## src/rtl/deltasigma_twister.sv

```systemverilog
// First-order delta-sigma DAC core with an optional 4-cycle "twister" output shaper.
// The shaper is built only when DSTW_TWISTER_EN is defined; otherwise the output is the plain NRZ stream.
module deltasigma_twister #(
    parameter int BITS = 5
) (
    input  logic            clk,
    input  logic            rst,
    input  logic [BITS-1:0] data_in,
    input  logic            data_in_en,
    input  logic            next,
    output logic            ds_out,
    output logic            twister_out
);

    logic [BITS-1:0] code;
    logic [BITS-1:0] acc;
    logic [BITS:0]   sum;
    logic            step;

    assign sum = {1'b0, acc} + {1'b0, code};

    always_ff @(posedge clk) begin
        if (rst)             code <= '0;
        else if (data_in_en) code <= data_in;
    end

    // A load coinciding with a step is seen only by the following step.
    always_ff @(posedge clk) begin
        if (rst) begin
            acc    <= '0;
            ds_out <= 1'b0;
        end else if (step) begin
            {ds_out, acc} <= sum;
        end
    end

    always_ff @(posedge clk) begin
        if (rst) step <= 1'b0;
        else     step <= next;
    end

`ifdef DSTW_TWISTER_EN
    typedef enum logic {IDLE, SYM} state_t;

    state_t     state, state_nxt;
    logic [1:0] phase, phase_nxt;
    logic [1:0] phase_inc;
    logic       bit_q, bit_nxt;
    logic       tw_nxt;

    assign phase_inc = phase + 2'd1;

    // Phase 0 is always high; a '1' symbol stays high through phase 2.
    always_comb begin
        state_nxt = state;
        phase_nxt = phase;
        bit_nxt   = bit_q;
        tw_nxt    = 1'b0;
        if (next) begin
            state_nxt = SYM;
            phase_nxt = 2'd0;
            bit_nxt   = ds_out;
            tw_nxt    = 1'b1;
        end else begin
            case (state)
                SYM: begin
                    if (phase == 2'd3) begin
                        state_nxt = IDLE;
                    end else begin
                        phase_nxt = phase_inc;
                        tw_nxt    = bit_q && (phase_inc != 2'd3);
                    end
                end
                default: ;
            endcase
        end
    end

    always_ff @(posedge clk) begin
        if (rst) begin
            state       <= IDLE;
            phase       <= 2'd0;
            bit_q       <= 1'b0;
            twister_out <= 1'b0;
        end else begin
            state       <= state_nxt;
            phase       <= phase_nxt;
            bit_q       <= bit_nxt;
            twister_out <= tw_nxt;
        end
    end
`else
    assign twister_out = ds_out;
`endif

endmodule

```

## config.mk

```make
export PLATFORM = sky130hd
export DESIGN_NAME = deltasigma_twister
export DESIGN_NICKNAME = d
export VERILOG_FILES = /design/src/rtl/deltasigma_twister.sv
export SDC_FILE = /design/constraint.sdc
export NUM_CORES = 1
export LEC_CHECK = 0
export BUFFER_PORTS_ARGS = -buffer_cell sky130_fd_sc_hd__buf_2
export CAP_MARGIN = 20
export CORE_AREA = 10 10 47 49
export DETAILED_ROUTE_END_ITERATION = 10
export DIE_AREA = 0 0 57 59
export PLACE_DENSITY = 0.74
export SETUP_SLACK_MARGIN = 0.1
export SLEW_MARGIN = 10
export SYNTH_ARGS = -nofsm -noshare
export SYNTH_HDL_FRONTEND = slang
export SYNTH_SLANG_ARGS = --single-unit
```

## constraint.sdc

```tcl
create_clock -name clk -period 2.1 [get_ports clk]
set_input_delay 0.315 -clock clk [delete_from_list [all_inputs] [get_ports clk]]
set_output_delay 0.315 -clock clk [all_outputs]
set_load 0.02 [all_outputs]
```

==> metrics.cfg, run 1 <==
[run_status]
status=complete, no violations

[placed_design]
gp_congestion=0.806
port_buffers=10
hpwl_um=848

[clock_network]
cts.sinks=12
cts_hold_buf=0
cts_resized=0
post_cts_buffers=0
clock_latency_ps=280
path_clk_slew_ps=70
cts-root-buf=clkbuf_4
ctsLongestPathBuffers=2
cts_tree=built
htreeDepth=1
numCtsBuffers=3

[route]
vias_per_cell=5.24
topRoutingLayerUsed=met4
wl_met3_um=42
vias=456
wire_per_inst_um=12.6
drt_pass1_iterations=4
ant_nets=0
routed_wl_mm=1.09
drc_errors=0
drt_iter0_drc=8
drt-met1-wl_um=476
wl_met2_um=538

[logic_synthesis]
synth_top_area_share_pct=39.6
async_reset_ff_share_pct=0
synth_seq_cells=12
ys.flop_type=dfxtp_1
syn-num-nets=76
synth.yosys.seq_area_share_pct=39.6
synth_edf_count=0
avgSynthCellArea_um2=9.95
synth_most_common_cell=dfxtp_1
yosys_warnings=0
yosys-top-cells-count=12 x dfxtp_1, 11 x nor2_1, 7 x mux2i_1
syn_inst=61
yosysTopAreaCell=dfxtp_1
yosysUniqueCellTypes=27
synth.area.top_cells=dfxtp_1 40%, mux2i_1 12%, ha_1 10%, nor2_1 6.8%, fa_1 3.3%
syn_area_um2=607

[power_and_ir_drop]
p_leak_nw=0.323
p_per_area_nw_per_um2=713
ir_drop_v=0.000460

[floorplan]
die_w_um=57
ioPinCount=11
core_area_um2=1400
dieArea_um2=3360
die_h_um=59
start_util_pct=43.3
rows=14

[finish]
layout-drive-gt1-share_pct=23.9
area_growth_syn_to_layout_pct=13.8
diodes=0
fin_util_pct=49.3
nets=87

[critical_path]
critPathKind=register to register
r2r_end=acc[4]$_SDFFE_PP0P_
path_cells=ha_1, fa_1, a21o_2, a2111o_1, o221ai_1
cp_slowest_stage_delay_ps=410
critPathMaxFanout=2
worstSetupPathDepth=5
path_delay_family=compound AO/OA/AOI/OAI gates
reg2reg_depth=5
path_buf_inv=0
critPathSlowestCell=fa_1
ff2ff_setup_slack_ps=370
startpoint_type=register
critPathRequiredTime_ps=2300
r2r_start=code[0]$_SDFFE_PP0P_
crit_arrival_ps=1930
cp-end-kind=register

[sta]
period_share_pct=82.4
tightest_slew_ps=413
slew_headroom_pct=72.4
hold_violations=0
fmax_mhz=578
setup-tns-final_ps=0
min_period_ps=1730
setup_viol=0
rsz0062_at_grt=no
final-max-slew-violation-count=0
whs_ps=241
clock_skew_ps=0.489

[min_path]
hold_path.class=input port to register
min_to=step$_SDFF_PP0_
whs_path_depth=2
hp-start=next

[global_route]
first_global_vias=484
grt_max_degree=17
grt_pass1_wl_mm=2.02
grt_overflow=0
grt.total_usage_pct=7.55
antenna_found_initial=0

[job]
cap_violations=0

## per-stage QoR
step / power [W] / area, µm² / std cells / setup slack, ps
2_1_floorplan: 0.000298 / 607 / 61 / 455
3_3_place_gp: 0.000311 / 654 / 83 / 427
3_5_place_dp: 0.000314 / 654 / 83 / 377
4_1_cts: 0.000499 / 691 / 87 / 362
5_1_grt: 0.000514 / 691 / 87 / 305
6_report: 0.000493 / 691 / 87 / 369
## sequential cells by signal, summed over array words and instances (netlist names)
signal and count:
ds_out 1, code 5, step 1, acc 5
## layout make-up
| class | count | area, µm² |
|---|---|---|
| well taps | 16 | 20.0 |
| multi-input cells | 44 | 340 |
| inverters | 1 | 3.75 |
| fillers | 138 | 711 |
| clock buffers | 4 | 36.3 |
| flip-flops and latches | 12 | 240 |
| repair buffers | 10 | 50.0 |
## cell usage in the layout (no fill, tap or decap), types with 2 or more instances in the layout
cell type	Yosys	routed
nand2_1	2	2
ha_1	5	5
nor2_1	11	11
mux2i_1	7	7
buf_2	0	10
clkbuf_4	0	3
dfxtp_1	12	12
## worst max-delay path by stage
| stage | startpoint | endpoint | slack (ps) |
|---|---|---|---|
| 2_1_floorplan | code[0]$_SDFFE_PP0P_ | acc[4]$_SDFFE_PP0P_ | 460 |
| 3_3_place_gp | code[0]$_SDFFE_PP0P_ | acc[4]$_SDFFE_PP0P_ | 430 |
| 3_5_place_dp | code[0]$_SDFFE_PP0P_ | acc[4]$_SDFFE_PP0P_ | 380 |
| 4_1_cts | code[0]$_SDFFE_PP0P_ | acc[4]$_SDFFE_PP0P_ | 360 |
| 5_1_grt | code[0]$_SDFFE_PP0P_ | acc[4]$_SDFFE_PP0P_ | 310 |
| 6_report | code[0]$_SDFFE_PP0P_ | acc[4]$_SDFFE_PP0P_ | 370 |
## where the power goes
| group | internal, W | switching [W] | leakage, nW | total [W] |
|---|---|---|---|---|
| logic | 0.0000289 | 0.0000286 | 0.204 | 0.0000576 |
| registers | 0.000240 | 0.0000110 | 0.0985 | 0.000251 |
| clock network | 0.000106 | 0.0000789 | 0.0210 | 0.000184 |
| total | 0.000374 | 0.000119 | 0.323 | 0.000493 |
## per-layer routing
layer,vias to the layer above,GRT usage [%]
met5,-,0
met4,0,6.04
met3,5,2.79
met2,8,12.2
met1,205,7.69
li1,238,-
## cell families (layout without fill, tap and decap cells)
family | count (synthesis) | after routing | synth area share (%)
adders and majority gates | 6 | 6 | 13.6
muxes | 7 | 7 | 11.5
DFF | 12 | 12 | 39.6
buffers and inverters | 5 | 15 | 4.33
AOI/OAI and AO/OA | 11 | 11 | 13.6
and+or+nand+nor | 19 | 19 | 15.9
xor gates and xnor gates | 1 | 1 | 1.44
No activity file was read; power rests on OpenSTA's default activity.
==> inputs of run 2 (changes only) <==
- ABC_AREA: unset -> 1
- CORE_AREA: 10 10 47 49 -> unset
- CORE_MARGIN: unset -> 10
- CORE_UTILIZATION: unset -> 46
- DIE_AREA: 0 0 57 59 -> unset
- PLACE_DENSITY: 0.74 -> 0.77
- clock period: 2.1 -> 1.53 ns (I/O delays scaled with it)
==> run 2 against run 1 <==
Compared with the run above: global-route usage up 1.0 points; setup slack got worse by 190 ps; worst hold slack got worse by 83 ps; fmax is 28% higher; critical path type unchanged; sequential share of layout area decreased by 0.80 points; combinational power rose by 91%; sequential power grew 41%; critical endpoint unchanged; first-iteration DRC count rose by 75%; core utilization rose by 6.0 points.
==> metrics.cfg, run 2 <==
[run_status]
status=complete, no violations

[route]
drt_pass1_iterations=4  ; unchanged
drc_errors=0  ; unchanged
vias_per_cell=5.19  ; -0.90%
vias=561  ; +23%
ant_nets=0  ; unchanged
wire_per_inst_um=11.7  ; -6.7%
drt_iter0_drc=14  ; +6
routed_wl_mm=1.27  ; +16%

[floorplan]
core_area_um2=1280  ; -8.3%
rows=13  ; -1
die_h_um=56.5  ; -4.2%
die_w_um=56.5  ; -0.80%
ioPinCount=11  ; unchanged
start_util_pct=47.8  ; +4.5 points
dieArea_um2=3200  ; -4.9%

[critical_path]
critPathMaxFanout=2  ; unchanged
critPathRequiredTime_ps=1710  ; -590 ps
cp-end-kind=register
startpoint_type=register
reg2reg_depth=8  ; +3
r2r_end=acc[4]$_SDFFE_PP0P_
crit_arrival_ps=1540  ; -390 ps
critPathKind=register to register
ff2ff_setup_slack_ps=180  ; -190 ps
r2r_start=code[0]$_SDFFE_PP0P_

[logic_synthesis]
async_reset_ff_share_pct=0  ; unchanged
syn_inst=81  ; +33%
yosysUniqueCellTypes=15  ; -44%
synth_edf_count=0  ; unchanged
synth_seq_cells=12  ; unchanged
syn_area_um2=614  ; +1.2%
ys.flop_type=dfxtp_1
avgSynthCellArea_um2=7.58  ; -24%
synth_top_area_share_pct=39.1  ; -0.48 points
syn-num-nets=96  ; +26%
synth.area.top_cells=dfxtp_1 39%, nor2_1 13%, ha_1 10%, o21ai_0 7.3%, inv_1 6.1%
synth.yosys.seq_area_share_pct=39.1  ; -0.48 points
synth_most_common_cell=nor2_1
yosys_warnings=0  ; unchanged
yosysTopAreaCell=dfxtp_1
yosys-top-cells-count=22 x nor2_1, 12 x dfxtp_1, 10 x inv_1

[sta]
hold_violations=0  ; unchanged
setup-tns-final_ps=0  ; unchanged
period_share_pct=88.3  ; +5.9 points
min_period_ps=1350  ; -380 ps
tightest_slew_ps=303  ; -109 ps
clock_skew_ps=1.10  ; +0.614 ps
setup_viol=0  ; unchanged
slew_headroom_pct=79.8  ; +7.3 points
whs_ps=158  ; -82.9 ps
final-max-slew-violation-count=0  ; unchanged
fmax_mhz=740  ; +28%
rsz0062_at_grt=no

[clock_network]
cts_hold_buf=0  ; unchanged
path_clk_slew_ps=70  ; about the same
cts-root-buf=clkbuf_4
ctsLongestPathBuffers=2  ; unchanged
clock_latency_ps=280  ; about the same
cts_tree=built
htreeDepth=1  ; unchanged
cts.sinks=12  ; unchanged
numCtsBuffers=3  ; unchanged

[min_path]
min_to=step$_SDFF_PP0_
hold_path.class=input port to register
hp-start=next
whs_path_depth=3  ; +1

[finish]
area_growth_syn_to_layout_pct=15.7
layout-drive-gt1-share_pct=20.4  ; -3.5 points
largestRegisters=acc x5, code x5
fin_util_pct=55.3  ; +6.0 points
final_cell_mix=22 x nor2_1, 11 x dfxtp_1, 10 x inv_1, 10 x buf_2, 9 x o21ai_0
nets=110  ; +26%
diodes=0  ; unchanged
layout_commonest_cell=nor2_1

[global_route]
globalRoute.busiestLayer=met2
use_met2_pct=13.5  ; +1.2 points
first_global_vias=556  ; +15%
grt.total_usage_pct=8.57  ; +1.0 points
met3_usage_pct=2.47  ; -0.32 points
grt_overflow=0  ; unchanged
antenna_found_initial=0  ; unchanged
use_met1_pct=9.13  ; +1.4 points
grt_pass1_wl_mm=2.21  ; +9.3%
grt_max_degree=10  ; -7

[placed_design]
gp_congestion=0.809  ; +0.31%
hpwl_um=960  ; +13%
port_buffers=10  ; unchanged

[power_and_ir_drop]
p_per_area_nw_per_um2=930  ; +30%
ir_drop_v=0.000562  ; +22%
p_leak_nw=0.373  ; +15%

[job]
cap_violations=0  ; unchanged

[run 2: changes by cell type after synthesis, sizes merged, moves of 2 or more]
cell / delta
mux2i: -7
nor2: +11
o21ai: +7
nand2: +6
clkbuf: -2
a21o: -2
nand3: +7
inv: +9
[run 2: where the power goes]
group / total [W] / leakage (nW) / internal (W) / switching (W)
clock network: 0.000198 / 0.0138 / 0.0000914 / 0.000106
logic: 0.000110 / 0.260 / 0.0000482 / 0.0000619
registers: 0.000353 / 0.0997 / 0.000334 / 0.0000189
total: 0.000661 / 0.373 / 0.000474 / 0.000187
[run 2: routing by layer]
metal	wire length, µm	up-vias
li1	-	284
met1	548	259
met2	610	13
met3	61	5
met4	46	0
met5	0	-
[run 2: worst max path at each step]
| stage | to | from | cells after the start |
|---|---|---|---|
| CTS | acc[4]$_SDFFE_PP0P_ | code[0]$_SDFFE_PP0P_ | 8 |
| global placement | acc[4]$_SDFFE_PP0P_ | code[0]$_SDFFE_PP0P_ | 8 |
| detailed placement | acc[4]$_SDFFE_PP0P_ | code[0]$_SDFFE_PP0P_ | 8 |
| finish | acc[4]$_SDFFE_PP0P_ | code[0]$_SDFFE_PP0P_ | 8 |
| floorplan | acc[4]$_SDFFE_PP0P_ | code[0]$_SDFFE_PP0P_ | 8 |
| global route | acc[4]$_SDFFE_PP0P_ | code[0]$_SDFFE_PP0P_ | 8 |
[run 2: timing repair]
item | in CTS | in global routing
resized for setup | 1 | 3
buffers inserted | 0 | 1
endpoints found under the setup margin | 2 | 2
hold endpoints to repair | 0 | 0
pin swaps | 0 | 2
[run 2: final cells by class]
cell class / instances / area, µm²
fill: 124 / 574
clock buffer: 3 / 22.5
inverter: 10 / 37.5
sequential: 12 / 241
tap: 15 / 18.8
multi-input combinational: 57 / 333
timing repair buffer: 11 / 57.6
[run 2: cells by family after synthesis]
| family | Yosys count | synth area share [%] |
|---|---|---|
| compound gates | 12 | 10.2 |
| xor+xnor | 1 | 1.43 |
| fa+ha+maj | 6 | 13.4 |
| buf+inv | 12 | 9.17 |
| flops | 12 | 39.1 |
| simple gates | 38 | 26.7 |
[run 2: through the flow]
| stage | area, µm² | power (W) | setup WS, ps | std cells |
|---|---|---|---|---|
| 2_1_floorplan | 614 | 0.000435 | 186 | 81 |
| 3_3_place_gp | 664 | 0.000459 | 139 | 104 |
| 3_5_place_dp | 664 | 0.000464 | 81.4 | 104 |
| 4_1_cts | 689 | 0.000662 | 130 | 107 |
| 5_1_grt | 711 | 0.000699 | 105 | 108 |
| 6_report | 711 | 0.000661 | 179 | 108 |
[run 2: critical path: stages (launching register included)]
cell and delay (ps):
dfxtp_1 340, ha_4 170, fa_2 370, nand2_1 80, nand2_1 70, nand3_1 70
nand3_1 70, nand2_1 60, inv_1 30
==> inputs of run 3 (changes only) <==
--- a/config.mk
+++ b/config.mk
@@ -9,8 +9,9 @@
 export BUFFER_PORTS_ARGS = -buffer_cell sky130_fd_sc_hd__buf_2
 export CAP_MARGIN = 20
-export CORE_MARGIN = 10
-export CORE_UTILIZATION = 46
+export CORE_AREA = 10 10 47 49
+export CTS_BUF_LIST = sky130_fd_sc_hd__clkbuf_4
 export DETAILED_ROUTE_END_ITERATION = 10
-export PLACE_DENSITY = 0.77
+export DIE_AREA = 0 0 57 59
+export PLACE_DENSITY = 0.78
 export SETUP_SLACK_MARGIN = 0.1
 export SLEW_MARGIN = 10
==> constraint.sdc (replaced) <==
create_clock -name clk -period 1.53 [get_ports clk]
set_input_delay 0.459 -clock clk [delete_from_list [all_inputs] [get_ports clk]]
set_output_delay 0.459 -clock clk [all_outputs]
set_load 0.02 [all_outputs]
==> run 3 against run 2 <==
Compared with the run above: setup slack better by 2.2 ps; clock power hardly changed; first-iteration DRC count is 14% higher; power hardly changed; clock-buffer cell count stayed put; sequential power hardly changed; critical path depth stayed put; largest cell class unchanged; largest power group unchanged; highest routed layer unchanged.
==> metrics.cfg, run 3 (same netlist as run 2, synthesis figures left out) <==
[critical_path]
r2r_start=code[0]$_SDFFE_PP0P_
cp-end-kind=register
critPathRequiredTime_ps=1700  ; about the same
critPathMaxFanout=2  ; unchanged
reg2reg_depth=8  ; unchanged
critPathKind=register to register
r2r_end=acc[4]$_SDFFE_PP0P_
startpoint_type=register
crit_arrival_ps=1520  ; -20 ps
ff2ff_setup_slack_ps=180  ; about the same

[route]
drt_pass1_iterations=4  ; unchanged
wire_per_inst_um=10.7  ; -8.7%
vias=537  ; -4.3%
routed_wl_mm=1.18  ; -7.0%
drc_errors=0  ; unchanged
vias_per_cell=4.88  ; -6.0%
ant_nets=0  ; unchanged
drt_iter0_drc=16  ; +2

[finish]
area_growth_syn_to_layout_pct=16.7
layout-drive-gt1-share_pct=21.3  ; +0.85 points
layout_commonest_cell=nor2_1
largestRegisters=acc x5, code x5
finalNonFillerCells=110  ; +1.9%
nets=110  ; unchanged
final_cell_mix=22 x nor2_1, 10 x inv_1, 10 x dfxtp_1, 10 x buf_2, 9 x o21ai_0
diodes=0  ; unchanged

[sta]
final-max-slew-violation-count=0  ; unchanged
min_period_ps=1350  ; -2.16 ps
hold_violations=0  ; unchanged
rsz0062_at_grt=yes
fmax_mhz=741  ; +0.16%
clock_skew_ps=6.34  ; +5.24 ps
setup_viol=0  ; unchanged
setup-tns-final_ps=0  ; unchanged
period_share_pct=88.2  ; -0.14 points
slew_headroom_pct=85.8  ; +6.1 points
tightest_slew_ps=212  ; -90.9 ps

[global_route]
grt_pass1_wl_mm=1.94  ; -12%
grt_max_degree=9  ; -1
antenna_found_initial=0  ; unchanged
grt_overflow=0  ; unchanged
grt.total_usage_pct=7.11  ; -1.5 points
first_global_vias=505  ; -9.2%

[clock_network]
clock_latency_ps=270  ; about the same
numCtsBuffers=3  ; unchanged
cts.sinks=12  ; unchanged
htreeDepth=1  ; unchanged
path_clk_slew_ps=80  ; about the same
cts-root-buf=clkbuf_4
cts_tree=built
post_cts_buffers=0  ; unchanged
ctsLongestPathBuffers=2  ; unchanged

[power_and_ir_drop]
power_frac_seq_pct=53.0  ; -0.4 points
power_frac_comb_pct=17.1  ; +0.4 points
p_switching_w=0.000182  ; -2.5%
swShare_pct=27.6  ; -0.68 points
p_leak_nw=0.375  ; +0.43%
power_frac_clock_pct=29.9  ; about the same
ir_drop_v=0.000519  ; -7.8%
p_per_area_nw_per_um2=921  ; -0.97%
intPower_w=0.000478  ; +0.85%

[floorplan]
die_h_um=59  ; +4.3%
start_util_pct=43.8  ; -4.0 points
core_area_um2=1400  ; +9.1%
ioPinCount=11  ; unchanged
dieArea_um2=3360  ; +5.2%
rows=14  ; +1
die_w_um=57  ; +0.80%

[run_status]
status=complete, no violations

[min_path]
hp-start=next
hold_path.class=input port to register
min_to=step$_SDFF_PP0_
whs_path_depth=3  ; unchanged

[job]
cap_violations=0  ; unchanged

[placed_design]
dp_cells=106  ; +1.9%
port_buffers=10  ; unchanged
gp_congestion=0.805  ; -0.46%
hpwl_um=943  ; -1.8%

-- run 3: changes by cell type in the layout (fill, tap and decap cells not counted) --
cell,previous run,this run
dfxtp_1,11,10
clkinv_1,0,1
dfxtp_2,1,2
-- run 3: what timing repair did --
item	CTS	global route
endpoints found under the setup margin	2	2
hold buffers	0	0
pin swaps	0	3
resized for setup	1	4
-- run 3: critical path, stage by stage (launching register included) --
cell,delay (ps)
dfxtp_2,340
ha_4,160
fa_2,370
nand2_1,70
nand2_1,60
nand3_1,70
nand3_1,80
nand2_1,70
inv_1,30
-- run 3: metal layers --
| metal | up-vias | GRT usage (%) | share of wire (%) |
|---|---|---|---|
| met3 | 2 | 3.43 | 7.0 |
| met2 | 13 | 11.3 | 46 |
| li1 | 283 | - | - |
| met1 | 239 | 7.56 | 46 |
| met4 | 0 | 4.03 | 0.93 |
| met5 | - | 0 | 0 |
-- run 3: how the worst max path moves through the flow --
stage / from / endpoint / slack (ps) / depth (start not counted)
CTS: code[0]$_SDFFE_PP0P_ / acc[4]$_SDFFE_PP0P_ / 150 / 8
floorplan: code[0]$_SDFFE_PP0P_ / acc[4]$_SDFFE_PP0P_ / 190 / 8
detailed placement: code[0]$_SDFFE_PP0P_ / acc[4]$_SDFFE_PP0P_ / 90 / 8
global route: code[0]$_SDFFE_PP0P_ / acc[4]$_SDFFE_PP0P_ / 90 / 8
global placement: code[0]$_SDFFE_PP0P_ / acc[4]$_SDFFE_PP0P_ / 140 / 8
finish: code[0]$_SDFFE_PP0P_ / acc[4]$_SDFFE_PP0P_ / 180 / 8
-- run 3: area by class of cell --
class / count / area [µm²]
clock buffers: 3 / 22.5
clock inverters: 1 / 3.75
fillers: 137 / 684
inverters: 10 / 37.5
multi-input cells: 57 / 333
flip-flops and latches: 12 / 243
well taps: 16 / 20.0
repair buffers: 11 / 57.6
-- run 3: power groups by stage --
stage	Combinational, W	Clock [W]	Sequential (W)
final	0.000113	0.000197	0.000350
after detailed placement	0.000111	0	0.000355
after floorplan	0.0000818	0	0.000353
after global placement	0.000108	0	0.000354
after global routing	0.000130	0.000221	0.000352
after CTS	0.000111	0.000204	0.000348
-- run 3: per-stage QoR --
step	total power [W]	worst slack [ps]	area, µm²	util (%)	hold slack [ps]
2_1_floorplan	0.000435	186	614	-	467
3_3_place_gp	0.000461	144	673	48.0	491
4_1_cts	0.000663	148	702	50.1	388
6_report	0.000660	181	717	51.2	390
3_5_place_dp	0.000465	94.5	673	48.0	491
5_1_grt	0.000703	91.7	717	51.2	388
